[config.mk]
export PLATFORM = sky130hd
export DESIGN_NAME = hl_half_reader
export DESIGN_NICKNAME = d
export VERILOG_FILES = /design/src/rtl/hl_pkg.sv /design/src/rtl/hl_word_buf.sv /design/src/rtl/hl_half_reader.sv
export SDC_FILE = /design/constraint.sdc
export NUM_CORES = 1
export LEC_CHECK = 0
export ABC_AREA = 1
export CAP_MARGIN = 20
export CORE_MARGIN = 5
export CORE_UTILIZATION = 47
export CTS_BUF_LIST = sky130_fd_sc_hd__clkbuf_8
export DETAILED_ROUTE_END_ITERATION = 7
export PLACE_DENSITY = 0.85
export SKIP_LAST_GASP = 1
export SLEW_MARGIN = 20
export SYNTH_ARGS = -nofsm -noshare
export SYNTH_HDL_FRONTEND = slang
export SYNTH_SLANG_ARGS = --single-unit
[constraint.sdc]
create_clock -name clk -period 2.06 [get_ports clk]
set_input_delay 0.412 -clock clk [delete_from_list [all_inputs] [get_ports clk]]
set_output_delay 0.412 -clock clk [all_outputs]
set_load 0.05 [all_outputs]
[src/rtl/hl_pkg.sv]
// rtl/hl_pkg.sv - shared state encoding and select codes for the half reader
package hl_pkg;

  typedef enum logic [1:0] {
    IDLE   = 2'd0,
    SEND_H = 2'd1,
    SEND_L = 2'd2
  } hl_state_e;

  localparam logic [1:0] SEL_NONE = 2'b00;
  localparam logic [1:0] SEL_LO   = 2'b01;
  localparam logic [1:0] SEL_HI   = 2'b10;
  localparam logic [1:0] SEL_BOTH = 2'b11;

  // First state for a freshly captured word; the high half always goes first.
  function automatic hl_state_e first_state(input logic [1:0] sel);
    hl_state_e st;
    case (sel)
      SEL_BOTH, SEL_HI: st = SEND_H;
      SEL_LO:           st = SEND_L;
      default:          st = IDLE;
    endcase
    return st;
  endfunction

endpackage

[src/rtl/hl_word_buf.sv]
// rtl/hl_word_buf.sv - word and half-select holding register with load enable
module hl_word_buf #(
  parameter int N = 16
) (
  input  logic         clk,
  input  logic         clear_n,
  input  logic         load_i,
  input  logic [N-1:0] word_i,
  input  logic [1:0]   sel_i,
  output logic [N-1:0] word_o,
  output logic [1:0]   sel_o
);

  logic [N-1:0] word_q;
  logic [1:0]   sel_q;

  // Capture the accepted word and its select; cleared asynchronously.
  always_ff @(posedge clk or negedge clear_n) begin
    if (!clear_n) begin
      word_q <= '0;
      sel_q  <= '0;
    end else if (load_i) begin
      word_q <= word_i;
      sel_q  <= sel_i;
    end
  end

  assign word_o = word_q;
  assign sel_o  = sel_q;

endmodule

[src/rtl/hl_half_reader.sv]
// rtl/hl_half_reader.sv - streams N-bit words as N/2-bit halves, high first (HL_PARITY_EN adds out_par)
module hl_half_reader
  import hl_pkg::*;
#(
  parameter int N = 16
) (
  input  logic           clk,
  input  logic           clear_n,
  input  logic           in_valid,
  output logic           in_ready,
  input  logic [N-1:0]   in_data,
  input  logic [1:0]     in_sel,
  output logic           out_valid,
  input  logic           out_ready,
  output logic [N/2-1:0] out_data,
  output logic           out_hi,
  output logic           out_last,
  output logic           busy
`ifdef HL_PARITY_EN
  ,
  output logic           out_par
`endif
);

  localparam int H = N / 2;

  hl_state_e    state_q, state_d;
  logic [N-1:0] word_q;
  logic [1:0]   sel_q;
  logic         capture;

  hl_word_buf #(.N(N)) u_buf (
    .clk     (clk),
    .clear_n (clear_n),
    .load_i  (capture),
    .word_i  (in_data),
    .sel_i   (in_sel),
    .word_o  (word_q),
    .sel_o   (sel_q)
  );

  // State register; reset drops any partially sent word.
  always_ff @(posedge clk or negedge clear_n) begin
    if (!clear_n) begin
      state_q <= IDLE;
    end else begin
      state_q <= state_d;
    end
  end

  // Output mux, ready generation and next-state; outputs read 0 when no beat is offered.
  always_comb begin
    state_d   = state_q;
    out_valid = 1'b0;
    out_data  = '0;
    out_hi    = 1'b0;
    out_last  = 1'b0;

    case (state_q)
      SEND_H: begin
        out_valid = 1'b1;
        out_data  = word_q[N-1:H];
        out_hi    = 1'b1;
        out_last  = ~sel_q[0];
      end
      SEND_L: begin
        out_valid = 1'b1;
        out_data  = word_q[H-1:0];
        out_last  = 1'b1;
      end
      default: ;
    endcase

    in_ready = (state_q == IDLE) || (out_valid && out_ready && out_last);
    capture  = in_valid && in_ready;

    case (state_q)
      IDLE: begin
        if (capture) state_d = first_state(in_sel);
      end
      SEND_H: begin
        if (out_ready) begin
          if (sel_q[0])     state_d = SEND_L;
          else if (capture) state_d = first_state(in_sel);
          else              state_d = IDLE;
        end
      end
      SEND_L: begin
        if (out_ready) begin
          if (capture) state_d = first_state(in_sel);
          else         state_d = IDLE;
        end
      end
      default: state_d = IDLE;
    endcase
  end

  assign busy = (state_q != IDLE);

`ifdef HL_PARITY_EN
  assign out_par = ^out_data;
`endif

endmodule

Word level (Yosys, flattened, before mapping):

Index checks and enable logic that the tools add are counted.
W data, S select, Z words.

* memory bits (writable): 0
* memories: 0
* latch bits: 0
* register bits after elaboration: 19
* input port bits: 22
* memory bits (read-only): 0

* magnitude comparators: 0
* $add $sub $neg: 0
* shift operators: 0
* eq/ne operators: 8
* bitwise logic cells: 1
* multiply operators: 0
* multiplexer cells: 11
* reductions and logical operators: 9
* div/mod/pow operators: 0

Operators with widths (count)
* $pmux W8 S2: 1
* $mux W2: 5
* $eq A2 B2 Y1 const B: 3
* $ne A2 B2 Y1 const B: 3
* $pmux W2 S3: 1
* $eq A2 B1 Y1 const B: 2
* $pmux W2 S2: 1
* $reduce_or A2 Y1: 2
* $logic_and A1 B1 Y1: 3
* $reduce_and A3 Y1: 1
* $logic_not A2 Y1: 1
* $mux W1: 2
* $pmux W1 S2: 1
* $reduce_bool A2 Y1: 1
* $logic_or A1 B1 Y1: 1
* $not A1 Y1: 1

Longest topological paths before layout:

Gate-level depths: netlist of run 1.

* depth in word-level cells: 11
* gate-level depth with buffers: 11
* depth with buffers taken out: 10

Modules after synthesis:

From an unflattened synthesis of run 1, not the netlist that was laid out.

* cell total of the unflattened synthesis: 138
* area total of the unflattened synthesis: 1089.8 µm²

Modules (own cells, without submodules)
* hl_word_buf: area each 710.7 µm², cells each 76, instances 1
* hl_half_reader: area each 379.1 µm², cells each 62, instances 1

Worst setup path after synthesis of run 1:

OpenSTA, ideal clock, no wires.

* path type: register to output
* start point: register state_q[0]
* end point: output out_data[0]
* stages on the path, launching flop included: 5
* required time: 1648 ps
* slack: -576 ps
* arrival time: 2224 ps
* path buffers: 0
* cells stage by stage: dfrtp_1 inv_1 ha_1 clkinv_1 a21oi_1

* cells in the longest elaborated chain, start to end: 2

RTL lines
* start, declared: RTL line hl_half_reader.sv:27 `hl_state_e state_q, state_d;`
* start signal, assigned: RTL line hl_half_reader.sv:47 `state_q <= state_d;`
* $eq A2 B2 Y1 or $eq A2 B1 Y1 (tied branches): RTL line hl_half_reader.sv:59 `case (state_q)`
* $pmux W8 S2 *: RTL line hl_half_reader.sv:59
* end, declared: RTL line hl_half_reader.sv:15 `output logic [N/2-1:0] out_data,`

Every way passes the cells marked *; elsewhere a longest branch is shown, timed or not.

Worst setup path in the final report of run 1:

* start point: register state_q[0]
* end point: output out_data[6]

Same word-level chain as after synthesis.

==> summary.txt, run 1 <==
first-pass GRT wire length = 5130 um
async set-or-reset flop fraction in the synthesized netlist = 100%
Area Overhead vs Synth = 66.5%
met3 Use GR = 3.07%
Clock Skew = 0.00558 ns
Initial Util = 49.7%
vias after detailed routing = 1063
Core Util, Final = 82.7%
total wire length = 3090 um
DRC = 0
flops & latches, synth = 19
vias in the first global route = 1115
Final ANT Viol Nets = 0
Syn Inst Count = 133
Core ar. = 2210 um^2
top_reg_cell synth = dfrtp_1
Rows = 17
CP max stage cell = dfrtp_1
synthesized area = 1100 um^2
layout cells sized above 1 = 32.6%
PortBufs = 34
CTS tree = yes
CP peak stage delay = 0.37 ns
Detail Placement HPWL = 2220 um
delay-heaviest family, CP = buffers and inverters
nets = 199
final setup fails = 0
Mean Syn Cell Area = 8.26 um^2
Die Area = 3400 um^2
grt met2 use = 35.7%
busiest grt layer = met2
Total GRT Usage = 20.2%
critical path, cell by cell = inv_1 -> ha_4 -> clkinv_8 -> a21oi_4 -> buf_12
Reg clk slew, reported paths = 0.07 ns
Cells after DPL = 192
Post-synth EDFFs = 0
RSZ-0062 raised after global routing = false
distinct cell type count after synthesis = 23
critical path startpoint category = flip-flop
max-cap viol count = 0
Avg Vias per Cell = 5.32
CTS Root Cell = clkbuf_8
Pleak = 0.782 nW
synth cell count leaders = nand2_1, dfrtp_1, nand3_1, nand2_2, a21oi_1
post-synth top area cell = dfrtp_1
clock buffer depth = 2
Worst Max-Slew Pin Slew = 0.320 ns
final period utilization = 96.2%
Die X = 58.3 um
type of the worst setup path = reg2out
final setup TNS = 0 ns
status = finished, final reports clean
number of diodes = 0
clk sinks = 19
Congestion Overflow GR = 0
Fill cells = 129
Finished Layout Cells = 200
largest net degree at the start of global routing = 20
Final Max Slew Viols = 0
Clk Latency, worst-skew pair = 0.26 ns
CP Capture Type = output pin
VDD IR max = 1.17 mV
max_slew headroom = 78.6%
WP data arrival = 1.57 ns
DR WL/cell = 15.4 um
hold buffer count at cts = 0
HP Class = in2async
DR pass1 iterations = 4
htree depth = 1
Ports = 35
final hold vios = 0
initial DRC count = 21
Seq/Total Area, Yosys = 43.3%
Yosys top cell area share = 43.3%
CP Max Fanout = 9
most frequent cell after synthesis = nand2_1
Die Y = 58.3 um
Placer Congestion = 0.817
Area contributors post-synth = dfrtp_1, nand2_1, nand3_1
TritonCTS Buffers = 3
Global Route met1 Usage = 24.1%
net count after synthesis = 159
antenna violations before repair = 0
fmax = 504 MHz
Min Clock Period, post-route = 1.98 ns
Pwr Density = 1570 nW/um^2
Synth Warn # = 0
Worst Path Buf+Inv = 3
Critical Path RT = 1.65 ns
-- layout by cell type, fill, tap and decap left out, types with 2 or more instances in the layout --
cell type        Yosys  layout
a21oi_4              0       9
inv_1                6       5
o21ai_1              2       2
ha_4                 0       3
nand3_1             17      17
dfrtp_1             19      19
clkdlybuf4s50_1      0      21
clkbuf_8             0       3
nand2_1             46      46
buf_4                1       5
nand2_8              2       2
buf_12               0      15
nor2_1               2       2
nand2_2             11      11
-- routing by layer --
| layer | vias to the layer above | wire (um) | part of all wire, % |
|---|---|---|---|
| li1 | 505 | - | - |
| met4 | 0 | 63 | 2.0 |
| met1 | 505 | 1160 | 38 |
| met2 | 46 | 1690 | 55 |
| met5 | - | 0 | 0 |
| met3 | 7 | 169 | 5.5 |
-- state kept, by name, summed over array words and instances (netlist names) --
signal,count
u_buf.word_o,16
u_buf.sel_o,1
state_q,2
-- cell families (layout without fill, tap and decap cells) --
family          Yosys count  after routing  share of synthesized area (%)
flops                    19             19                           43.3
compound gates           14             14                           6.83
fa+ha+maj                 4              4                           4.56
simple gates             82             82                           37.8
buf+inv                  14             53                           7.52
-- final cells by class --
cell class                      count  area (um^2)  area share (%)
Clock buffer                        3         41.3            2.26
Inverter                            8         45.0            2.46
Multi-Input combinational cell    100          679            37.1
Tap cell                           28         35.0            1.92
Timing Repair Buffer               41          548            30.0
Clock inverter                      1         5.00           0.274
Sequential cell                    19          475            26.0
-- path summary, 6_finish.rpt --
kind / from / to / slack (ns) / depth (start not counted)
setup / recovery: state_q[0]$_DFFE_PN0P_ / out_data[6] / 0.08 / 5
hold / removal: clear_n / u_buf.word_o[14]$_DFFE_PN0N_ / 0.48 / 2
setup reg to reg: state_q[0]$_DFFE_PN0P_ / u_buf.word_o[13]$_DFFE_PN0N_ / 0.30 / 10
hold reg to reg: u_buf.word_o[11]$_DFFE_PN0N_ / u_buf.word_o[11]$_DFFE_PN0N_ / 0.48 / 2
max in group asynchronous: clear_n / u_buf.word_o[4]$_DFFE_PN0N_ / 1.37 / 2
min in group clk: u_buf.word_o[11]$_DFFE_PN0N_ / u_buf.word_o[11]$_DFFE_PN0N_ / 0.48 / 2
-- power by group --
group / switching (mW) / internal (mW)
registers: 0.118 / 0.549
clock network: 0.127 / 0.135
logic: 1.13 / 0.807
-- metrics by stage --
stage | hold WS, ns | instance area (um^2) | worst slack (ns) | power [mW]
after floorplan | 0.116 | 1210 | 0.0697 | 1.81
after global placement | 0.456 | 1690 | 0.225 | 2.36
after detailed placement | 0.467 | 1690 | 0.141 | 2.42
after CTS | 0.484 | 1830 | 0.106 | 2.85
after global routing | 0.500 | 1830 | 0.0254 | 3.03
final | 0.478 | 1830 | 0.0774 | 2.87
-- worst register-to-register path, delay by kind of cell (launching register included) --
kind	cells	cell delay, ns
fa+ha+maj	1	0.25
buf+inv	3	0.44
flops	1	0.39
simple gates	6	0.58
-- what timing repair did --
item,CTS,global route
buffers inserted,4,0
setup endpoints to repair,10,4
pin swaps,0,0
gates resized for setup,5,1
Note: power is estimated with default switching activity, not from simulation.
==> inputs of run 2 (changes only) <==
Settings changed: CORE_ASPECT_RATIO set to 1.4.
==> summary.txt, run 2 (synthesis results as in run 1) <==
clk sinks = 19
Sequential Power Share = 24.2%
Total GRT Usage = 21.1%
hold buffer count at cts = 0
busiest grt layer = met2
DRC = 0
CTS Root Cell = clkbuf_8
htree depth = 1
Reg clk slew, reported paths = 0.08 ns
initial DRC count = 52
Critical Path RT = 1.65 ns
PortBufs = 34
critical path startpoint category = flip-flop
Global Route met1 Usage = 23.4%
Final Instance Area = 1810 um^2
CP Max Fanout = 7
R2R Setup Slk = 0.24 ns
Clk Latency, worst-skew pair = 0.26 ns
vias after detailed routing = 1127
CTS tree = yes
Die Y = 67.2 um
Congestion Overflow GR = 0
Rows = 20
final hold vios = 0
Critical Path Start = state_q[1]$_DFFE_PN0P_
dpl cell area = 1690 um^2
FF-to-FF Start = state_q[1]$_DFFE_PN0P_
Die Area = 3420 um^2
met3 Use GR = 2.87%
number of diodes = 0
Placer Congestion = 0.845
RSZ-0062 raised after global routing = true
max-cap viol count = 0
first-pass GRT wire length = 5410 um
Die X = 50.9 um
max_slew headroom = 75.9%
Combinational Power Share = 66.6%
Initial Util = 49.9%
final period utilization = 98.0%
DR pass1 iterations = 4
fmax = 496 MHz
clock buffer depth = 2
Core ar. = 2200 um^2
min-delay src = u_buf.word_o[11]$_DFFE_PN0N_
Pleak = 0.781 nW
grt met2 use = 39.1%
Ports = 35
Final ANT Viol Nets = 0
antenna violations before repair = 0
max FFs per register = 16
final setup fails = 0
Pwr Density = 1590 nW/um^2
commonest non-fill, non-tap cell in the layout = nand2_1
total wire length = 3490 um
Cells after DPL = 187
NetSw = 1.41 mW
Avg Vias per Cell = 5.75
commonest non-fill, non-tap cells in the layout = nand2_1, clkdlybuf4s50_1, nand3_1, dfrtp_1, buf_12
nets = 201
Finished Layout Cells = 196
Clock Skew = 0.00689 ns
largest net degree at the start of global routing = 20
Worst Max-Slew Pin Slew = 0.360 ns
Detail Placement HPWL = 2270 um
CP Capture Type = output pin
Clock Power Share = 9.2%
Core Util, Final = 82.4%
type of the worst setup path = reg2out
vias in the first global route = 1098
WP data arrival = 1.61 ns
Net Sw Frac = 48.8%
Area Overhead vs Synth = 65.1%
DR WL/cell = 17.8 um
status = finished, final reports clean
Min Clock Period, post-route = 2.02 ns
VDD IR max = 1.73 mV
TritonCTS Buffers = 3
layout cells sized above 1 = 35.1%
Final Max Slew Viols = 0
Fill cells = 136
HP Class = reg2reg
Pint = 1.48 mW
run 2: cell count changes in the layout (fill, tap and decap cells not counted), sizes merged:
| cell | change |
|---|---|
| buf | +2 |
run 2: area by class of cell:
| type | instances | area, um^2 | share of cell area [%] |
|---|---|---|---|
| clock buffer | 3 | 41.3 | 2.28 |
| clock inverter | 1 | 5.00 | 0.276 |
| inverter | 8 | 45.0 | 2.48 |
| multi-input combinational | 100 | 679 | 37.4 |
| sequential | 19 | 478 | 26.3 |
| tap | 22 | 27.5 | 1.52 |
| timing repair buffer | 43 | 538 | 29.7 |
run 2: worst max-delay path: stages, from the launching register on:
cell and delay [ns]:
dfrtp_2 0.46, inv_2 0.12, ha_4 0.19, buf_4 0.15, nand2_1 0.10, a21oi_4 0.18, buf_12 0.15
run 2: routing by layer:
metal  vias up  wire length, um
met2        59             1890
li1        510                -
met3        10              216
met5         -                0
met1       548             1270
met4         0              104
run 2: path summary, 6_finish.rpt:
path	endpoint	cells past startpoint
max in group asynchronous	state_q[1]$_DFFE_PN0P_	2
min	u_buf.word_o[11]$_DFFE_PN0N_	2
min in group asynchronous	u_buf.word_o[10]$_DFFE_PN0N_	2
max reg2reg	u_buf.word_o[13]$_DFFE_PN0N_	10
min reg2reg	u_buf.word_o[11]$_DFFE_PN0N_	2
max	out_data[3]	6
run 2: stage by stage:
| stage | power (mW) | setup WS [ns] | hold slack [ns] | TNS [ns] |
|---|---|---|---|---|
| after CTS | 2.79 | 0.0193 | 0.484 | 0 |
| after global routing | 3.02 | -0.000457 | 0.505 | -0.000457 |
| final | 2.89 | 0.0419 | 0.481 | 0 |
| after detailed placement | 2.42 | 0.136 | 0.467 | 0 |
| after global placement | 2.35 | 0.219 | 0.456 | 0 |
| after floorplan | 1.81 | 0.0697 | 0.116 | 0 |
run 2: power groups by stage:
stage               Sequential [mW]  Clock (mW)  Combinational [mW]
floorplan                     0.647           0                1.17
global placement              0.666           0                1.69
detailed placement            0.682           0                1.74
CTS                           0.686       0.265                1.84
global route                  0.715       0.284                2.02
finish                        0.698       0.265                1.92
run 2: timing repair:
item                                    4_1_cts  5_1_grt
gates resized for setup                       7        2
endpoints found under the setup margin       10       10
setup buffers                                 2        3
==> inputs of run 3 (changes only) <==
Settings changed: GPL_ROUTABILITY_DRIVEN set to 0.
==> results of run 3 <==
The final DEF is identical to that of run 2; final timing and power are the same.
